## src/rtl/step_motor_seq.sv

```systemverilog
// step_motor_seq: 4-coil stepper sequencer. It generates the full-step or half-step
// phase sequence from a start / step-count / period command, in either direction.
// The phase index is kept between moves so that consecutive moves continue smoothly.
// Optional build macro STEP_MOTOR_HOLD_EN: when enabled, the last phase is held on
// the coils while the block is idle.
module step_motor_seq #(
  parameter int unsigned DIV_W = 16,
  parameter int unsigned CNT_W = 16
) (
  input  logic             clk,
  input  logic             rst_n,
  input  logic             enable,
  input  logic             start,
  input  logic             stop,
  input  logic             dir,
  input  logic             half_mode,
  input  logic [DIV_W-1:0] period,
  input  logic [CNT_W-1:0] step_num,
  output logic [3:0]       coils,
  output logic             busy,
  output logic             done,
  output logic             step_pulse,
  output logic [CNT_W-1:0] steps_left
);

`ifdef STEP_MOTOR_HOLD_EN
  localparam bit HOLD_EN = 1'b1;
`else
  localparam bit HOLD_EN = 1'b0;
`endif

  typedef enum logic [1:0] {IDLE, RUN, DONE} state_t;

  state_t           state, state_nxt;
  logic [2:0]       idx, idx_nxt;
  logic [DIV_W-1:0] div_q, div_nxt;
  logic [DIV_W-1:0] per_q, per_nxt;
  logic [CNT_W-1:0] left_nxt;
  logic             dir_q, dir_nxt;
  logic             half_q, half_nxt;
  logic [2:0]       stride;
  logic [3:0]       coils_nxt;
  logic             busy_nxt, done_nxt, pulse_nxt;

  // Coil pattern {A,B,a,b} for each phase index
  function automatic logic [3:0] phase(input logic [2:0] i);
    case (i)
      3'd0: phase = 4'b1000;
      3'd1: phase = 4'b1010;
      3'd2: phase = 4'b0010;
      3'd3: phase = 4'b0110;
      3'd4: phase = 4'b0100;
      3'd5: phase = 4'b0101;
      3'd6: phase = 4'b0001;
      default: phase = 4'b1001;
    endcase
  endfunction

  // Next-state, phase advance and registered-output next values
  always_comb begin
    state_nxt = state;
    idx_nxt   = idx;
    div_nxt   = div_q;
    per_nxt   = per_q;
    left_nxt  = steps_left;
    dir_nxt   = dir_q;
    half_nxt  = half_q;
    pulse_nxt = 1'b0;
    stride    = half_q ? 3'd1 : 3'd2;

    if (!enable) begin
      state_nxt = IDLE;
    end else begin
      case (state)
        IDLE: begin
          if (start) begin
            dir_nxt   = dir;
            half_nxt  = half_mode;
            per_nxt   = (period == '0) ? DIV_W'(1) : period;
            left_nxt  = step_num;
            div_nxt   = '0;
            state_nxt = (step_num == '0) ? DONE : RUN;
          end
        end
        RUN: begin
          if (div_q == per_q - DIV_W'(1)) begin
            div_nxt   = '0;
            idx_nxt   = dir_q ? idx + stride : idx - stride;
            left_nxt  = steps_left - CNT_W'(1);
            pulse_nxt = 1'b1;
            if (steps_left == CNT_W'(1)) state_nxt = DONE;
          end else begin
            div_nxt = div_q + DIV_W'(1);
          end
          // A step landing on the same edge as stop is still taken
          if (stop) state_nxt = IDLE;
        end
        DONE:    state_nxt = IDLE;
        default: state_nxt = IDLE;
      endcase
    end

    if (enable && ((state_nxt != IDLE) || HOLD_EN)) coils_nxt = phase(idx_nxt);
    else                                            coils_nxt = 4'b0000;
    busy_nxt = (state_nxt != IDLE) || (state == DONE);
    done_nxt = (state == DONE) && enable;
  end

  // State, sequencing registers and registered outputs
  always_ff @(posedge clk or negedge rst_n) begin
    if (!rst_n) begin
      state      <= IDLE;
      idx        <= 3'd0;
      div_q      <= '0;
      per_q      <= DIV_W'(1);
      dir_q      <= 1'b1;
      half_q     <= 1'b0;
      coils      <= 4'b0000;
      busy       <= 1'b0;
      done       <= 1'b0;
      step_pulse <= 1'b0;
      steps_left <= '0;
    end else begin
      state      <= state_nxt;
      idx        <= idx_nxt;
      div_q      <= div_nxt;
      per_q      <= per_nxt;
      dir_q      <= dir_nxt;
      half_q     <= half_nxt;
      coils      <= coils_nxt;
      busy       <= busy_nxt;
      done       <= done_nxt;
      step_pulse <= pulse_nxt;
      steps_left <= left_nxt;
    end
  end

endmodule

```

## config.mk

```make
export PLATFORM = sky130hd
export DESIGN_NAME = step_motor_seq
export DESIGN_NICKNAME = d
export VERILOG_FILES = /design/src/rtl/step_motor_seq.sv
export SDC_FILE = /design/constraint.sdc
export NUM_CORES = 1
export LEC_CHECK = 0
export CAP_MARGIN = 20
export CORE_MARGIN = 3
export CORE_UTILIZATION = 39
export DETAILED_ROUTE_END_ITERATION = 8
export GPL_TIMING_DRIVEN = 0
export HOLD_SLACK_MARGIN = 0.1
export REMOVE_ABC_BUFFERS = 1
export SYNTH_ARGS = -nofsm -noshare
export SYNTH_HDL_FRONTEND = slang
export SYNTH_SLANG_ARGS = --single-unit
```

## constraint.sdc

```tcl
create_clock -name clk -period 3.4 [get_ports clk]
set_input_delay 0.51 -clock clk [delete_from_list [all_inputs] [get_ports clk]]
set_output_delay 0.51 -clock clk [all_outputs]
set_load 0.1 [all_outputs]
```

==> results of run 1 <==
timing repair:
item | 4_1_cts | 5_1_grt
pin swaps | 3 | 2
gates resized for setup | 3 | 4
buffers inserted | 3 | 1
cloned | 0 | 0
endpoints found under the setup margin | 13 | 29
worst paths after layout:
kind                                             from                         end  cells after the start
setup / recovery                 per_q[0]$_DFFE_PN1P_          coils[3]$_DFF_PN0_                     10
hold reg to reg            steps_left[10]$_DFFE_PN0P_  steps_left[10]$_DFFE_PN0P_                      1
hold / removal                                  rst_n       div_q[14]$_DFFE_PN0P_                      1
min in group clk           steps_left[10]$_DFFE_PN0P_  steps_left[10]$_DFFE_PN0P_                      1
setup reg to reg                 per_q[0]$_DFFE_PN1P_          coils[3]$_DFF_PN0_                     10
max in group asynchronous                       rst_n        per_q[7]$_DFFE_PN0P_                      1
final cells by class:
cell class | instances | area share
clock buffers | 11 | 0.0308
clock inverters | 4 | 0.0142
inverters | 14 | 0.0107
multi-input cells | 328 | 0.457
flip-flops and latches | 62 | 0.316
well taps | 129 | 0.0328
repair buffers | 69 | 0.139
state kept, by name, summed over array words and instances, names as in the netlist, 2 cells and up:
signal	flops
state	2
per_q	16
idx	3
div_q	16
steps_left	16
coils	4
metrics by stage:
step / instances / total power [mW] / hold WS [ns] / utilization
3_5_place_dp: 597 / 1.84 / 0.512 / 0.489
5_1_grt: 617 / 2.72 / 0.321 / 0.520
3_3_place_gp: 594 / 1.83 / 0.502 / 0.484
6_report: 617 / 2.59 / 0.254 / 0.520
2_1_floorplan: 404 / 1.57 / 0.214 / -
4_1_cts: 615 / 2.60 / 0.299 / 0.516
layout by cell type, fill, tap and decap left out, drive strengths merged, types with 10 or more instances in the layout:
cell type	netlist	layout
nor4	15	15
clkbuf	12	11
nand3	24	24
nand4	10	10
and3	10	10
nor3	10	10
nand2	38	38
xnor2	13	13
a31oi	11	11
clkdlybuf4s50	0	60
o21ai	25	25
a21oi	29	29
nor2	26	26
dfrtp	60	60
mux2	17	17
inv	14	14
layer usage:
layer	routed length [um]	up-vias
li1	-	1700
met1	5130	1720
met2	4350	97
met3	509	12
met4	134	0
met5	0	-
critical path, stage by stage, from the launching register on:
cell      delay, ns
dfstp_2        0.41
inv_1          0.10
ha_4           0.17
or3b_4         0.41
a211oi_1       0.31
nand4_1        0.16
or4_4          0.48
a211o_4        0.37
nor3_4         0.25
mux2_2         0.38
a211oi_1       0.22
kinds of logic after synthesis:
logic type	Yosys count
AND/OR/NAND/NOR	165
flip-flops	62
AO/OA/AOI/OAI	111
multiplexers	25
adder cells (fa/ha/maj)	6
buffers and inverters	33
XOR/XNOR	21
power by group through the flow:
stage | Sequential [mW] | Combinational (mW) | Clock (mW)
after floorplan | 1.27 | 0.305 | 0
after global placement | 0.980 | 0.854 | 0
after detailed placement | 0.979 | 0.864 | 0
after CTS | 0.968 | 0.874 | 0.754
after global routing | 0.992 | 0.943 | 0.786
final | 0.972 | 0.883 | 0.733
==> results.cfg, run 1 <==
[setup_path]
criticalPathCategory = reg -> reg
end_kind = register
critPathRequiredTime_ns = 3.64
cp-start-kind = register
crit_fanout = 6
r2r_slack_ns = 0.05
critPathArrivalTime_ns = 3.59

[cells_and_area]
num-nets-final = 529
antenna_cells = 0
drive_above_1_share = 0.133
area_growth_syn_to_layout_pct = 26.4
ff_latch_area_sq_um = 1550
multi_input_area_sq_um = 2250
fillers = 906
fin_area_sq_um = 4920

[clocking]
clockRootBuffer = clkbuf_8
cts-htree-levels = 3
clock_latency_ns = 0.33
cts-buffers-inserted = 9
cts.sinks = 62
cts_hold_buffers = 0
cts_buffer_depth = 2
cts_tree = built
clkTransAtPathRegs_ns = 0.07

[logic_synthesis]
yosysWarnings = 0
synth_area_sq_um = 3890
synth_most_common_cell = dfrtp_1
netlist_top_cells_area = dfrtp_1 (39%), mux2_2 (4.9%), nand2_1 (3.6%)
synthCells = 423
syn_area_per_cell_sq_um = 9.21
synth_top_area_cell = dfrtp_1
synth_common_cells = dfrtp_1 (60), nand2_1 (37), a21oi_1 (27), nor2_1 (25), nand3_1 (24)
ys_async_sr_fraction = 1.00
yosys.area_share.simple = 0.233
ys_seq_area_frac = 0.399
synth_edf_count = 0
synthAdderAreaFrac = 0.0212
synth_top_family_by_area = simple AND/OR/NAND/NOR gates
ys_ff_latch = 62
ys.flop_type = dfrtp_1
synth_top_area_share = 0.385
yosys.area_share.xor_xnor = 0.0472
muxShareOfSynthArea = 0.0697
synth_cell_type_count = 67
synth-compound-area-share = 0.194

[place]
gp_congestion = 0.898
dpl-instance-area_sq_um = 4620
port_buffers = 61
hpwlAfterDp_mm = 7.18
dp_slack_ns = -0.282

[die]
core-area_sq_um = 9460
die_h_um = 106
fp.dieW_um = 106
pin_count = 62
initial_core_util = 0.412
dieArea_sq_um = 11200
fp-row-count = 35

[grt]
busiest_layer = met1
grt_max_degree = 63
gr-usage-met2 = 0.261
overflow = 0
grt_pass1_vias = 3313
antenna_found_initial = 0
met3_usage = 0.0285
globalRouteTotalUtil = 0.183
grt_pass1_wl_mm = 16.8
grt_util_met1 = 0.282

[pwr]
power.density_nw_per_um2 = 526
power.ir.vdd_worst_uv = 514
seqPwrFrac = 0.375
p_clk_frac = 0.283
leakage_nw = 1.92
p_switching_mw = 1.02
p_int_mw = 1.56
p_comb_frac = 0.341
p_sw_frac = 0.396

[job]
max-cap-violations = 0

[sta]
worstMarginPinSlew_ns = 0.978
fin_ws_ns = 0.0461
slew_headroom = 0.346
min_period_over_period = 0.986
layout_min_cycle_time_ns = 3.35
report.final.slew_viol_count = 0
tns_ns = 0
fmaxAchievable_ghz = 0.298
hold_violations = 0
finalSetupViolCount = 0
clock_skew_ns = 0.0127

[drt]
first_pass_iters = 5
final_antenna_net_count = 0
drt_iter0_drc = 249
wl_per_cell_um = 16.4
viasPerCell = 5.72
drc = 0
wl_mm = 10.1
num_vias = 3529

[min_path]
hold_class = in -> async

[outcome]
status = finished clean
Note: power is estimated with default switching activity, not from simulation.
==> run 2: changes to the inputs <==
- PLACE_DENSITY: default -> 0.73
==> run 2 against run 1 <==
Final area increased by 1.4%; count of clock-buffer cells in the layout shrank 1; total power rose by 2.6%; via count up 2.2%; critical path depth increased by 1; clock power up 8.0%; hold slack lost 0.069 ns; non-clock buffer count up 6; wire length rose by 1.6%; flip-flop and latch count is the same; first-iteration DRC count fell by 19%; critical path type unchanged; highest routed layer unchanged.
==> results.cfg, run 2 (synthesis results as in run 1) <==
[outcome]
status = finished clean

[place]
port_buffers = 61
gp_congestion = 0.888
hpwlAfterDp_mm = 7.52
dp_slack_ns = -0.302
dpl-instance-area_sq_um = 4640

[drt]
final_antenna_net_count = 0
first_pass_iters = 5
wl_per_cell_um = 16.5
drt_iter0_drc = 201
drc = 0
viasPerCell = 5.78
num_vias = 3607
wl_mm = 10.3

[pwr]
power.density_nw_per_um2 = 532
power.ir.vdd_worst_uv = 394
total_power_mw = 2.65
leakage_nw = 1.95

[die]
initial_core_util = 0.412
fp-row-count = 35
core-area_sq_um = 9460
die_h_um = 106
pin_count = 62
fp.dieW_um = 106
dieArea_sq_um = 11200

[setup_path]
worst_r2r_path_depth = 11
end_kind = register
critPathArrivalTime_ns = 3.53
cp-start-kind = register
critPathRequiredTime_ns = 3.67
r2r_slack_ns = 0.14
criticalPathCategory = reg -> reg
crit_fanout = 6
r2r_end = state[1]$_DFF_PN0_
r2r_start = per_q[1]$_DFFE_PN0P_

[grt]
busiest_layer = met2
gr-usage-met2 = 0.308
met3_usage = 0.0291
globalRouteTotalUtil = 0.188
antenna_found_initial = 0
grt_pass1_wl_mm = 17.3
grt_util_met1 = 0.249
overflow = 0
grt_pass1_vias = 3612
grt_max_degree = 36

[sta]
report.final.slew_viol_count = 0
clock_skew_ns = 0.00663
min_period_over_period = 0.958
finalSetupViolCount = 0
rsz0062_at_grt = no
layout_min_cycle_time_ns = 3.26
hold_violations = 0
worstMarginPinSlew_ns = 0.987
tns_ns = 0
slew_headroom = 0.340
fin_ws_ns = 0.141
fmaxAchievable_ghz = 0.307

[clocking]
cts_buffer_depth = 2
clock_latency_ns = 0.35
cts-htree-levels = 3
clkTransAtPathRegs_ns = 0.07
cts-buffers-inserted = 9
clockRootBuffer = clkbuf_8
cts_tree = built
cts.sinks = 62

[cells_and_area]
fin_area_sq_um = 4990
fin_util = 0.528
num-nets-final = 535
largestRegisters = div_q: 16 flops, per_q: 16 flops, steps_left: 16 flops
antenna_cells = 0
layout_common_cells = dfrtp_1 (60), clkdlybuf4s50_1 (60), nand2_1 (37)
drive_above_1_share = 0.145
area_growth_syn_to_layout_pct = 28.2

[job]
max-cap-violations = 0

[min_path]
hold_class = in -> async
run 2: critical path, cell delays in order, from the launching register on:
cell	delay (ns)
dfrtp_1	0.40
inv_2	0.08
ha_4	0.16
or3b_4	0.40
nor4_4	0.18
nand2_1	0.13
or4_4	0.59
a211oi_4	0.38
buf_4	0.18
nand2_2	0.07
or4_1	0.47
a21oi_1	0.14
run 2: where the power goes:
group | total [mW] | switching, mW | internal (mW)
Combinational | 0.895 | 0.599 | 0.296
Clock | 0.792 | 0.307 | 0.486
Sequential | 0.967 | 0.138 | 0.829
Total | 2.65 | 1.04 | 1.61
run 2: layout make-up:
cell class                 count  area, sq um
clock buffer                  10          128
clock inverter                 6          110
fill                         871         4470
inverter                      14         52.6
multi-input combinational    328         2250
sequential                    62         1550
tap                          129          161
timing repair buffer          75          738
run 2: timing repair:
action | 4_1_cts | 5_1_grt
hold buffers | 0 | 0
buffers inserted | 5 | 4
endpoints found under the setup margin | 24 | 30
cloned | 0 | 0
endpoints found under the hold margin | 0 | 0
gates resized for setup | 3 | 5
pin swaps | 3 | 4
run 2: stage by stage:
step | std cells | hold slack, ns
after floorplan | 404 | 0.214
after global placement | 594 | 0.503
after detailed placement | 598 | 0.502
after CTS | 619 | 0.202
after global routing | 624 | 0.241
final | 624 | 0.186
run 2: how the worst max path moves through the flow:
stage                          from                    endpoint  cells after the start
2_1_floorplan  per_q[1]$_DFFE_PN0P_       div_q[13]$_DFFE_PN0P_                     10
3_3_place_gp     state[0]$_DFF_PN0_        div_q[9]$_DFFE_PN0P_                      5
3_5_place_dp   per_q[1]$_DFFE_PN0P_  steps_left[15]$_DFFE_PN0P_                     10
4_1_cts        per_q[1]$_DFFE_PN0P_       div_q[13]$_DFFE_PN0P_                     10
5_1_grt        per_q[0]$_DFFE_PN1P_          state[1]$_DFF_PN0_                     11
6_report       per_q[1]$_DFFE_PN0P_          state[1]$_DFF_PN0_                     11
run 2: per-layer routing:
layer  routed length [um]  up-vias
li1                     -     1710
met1                 4710     1756
met2                 4880      122
met3                  480       19
met4                  222        0
met5                    0        -
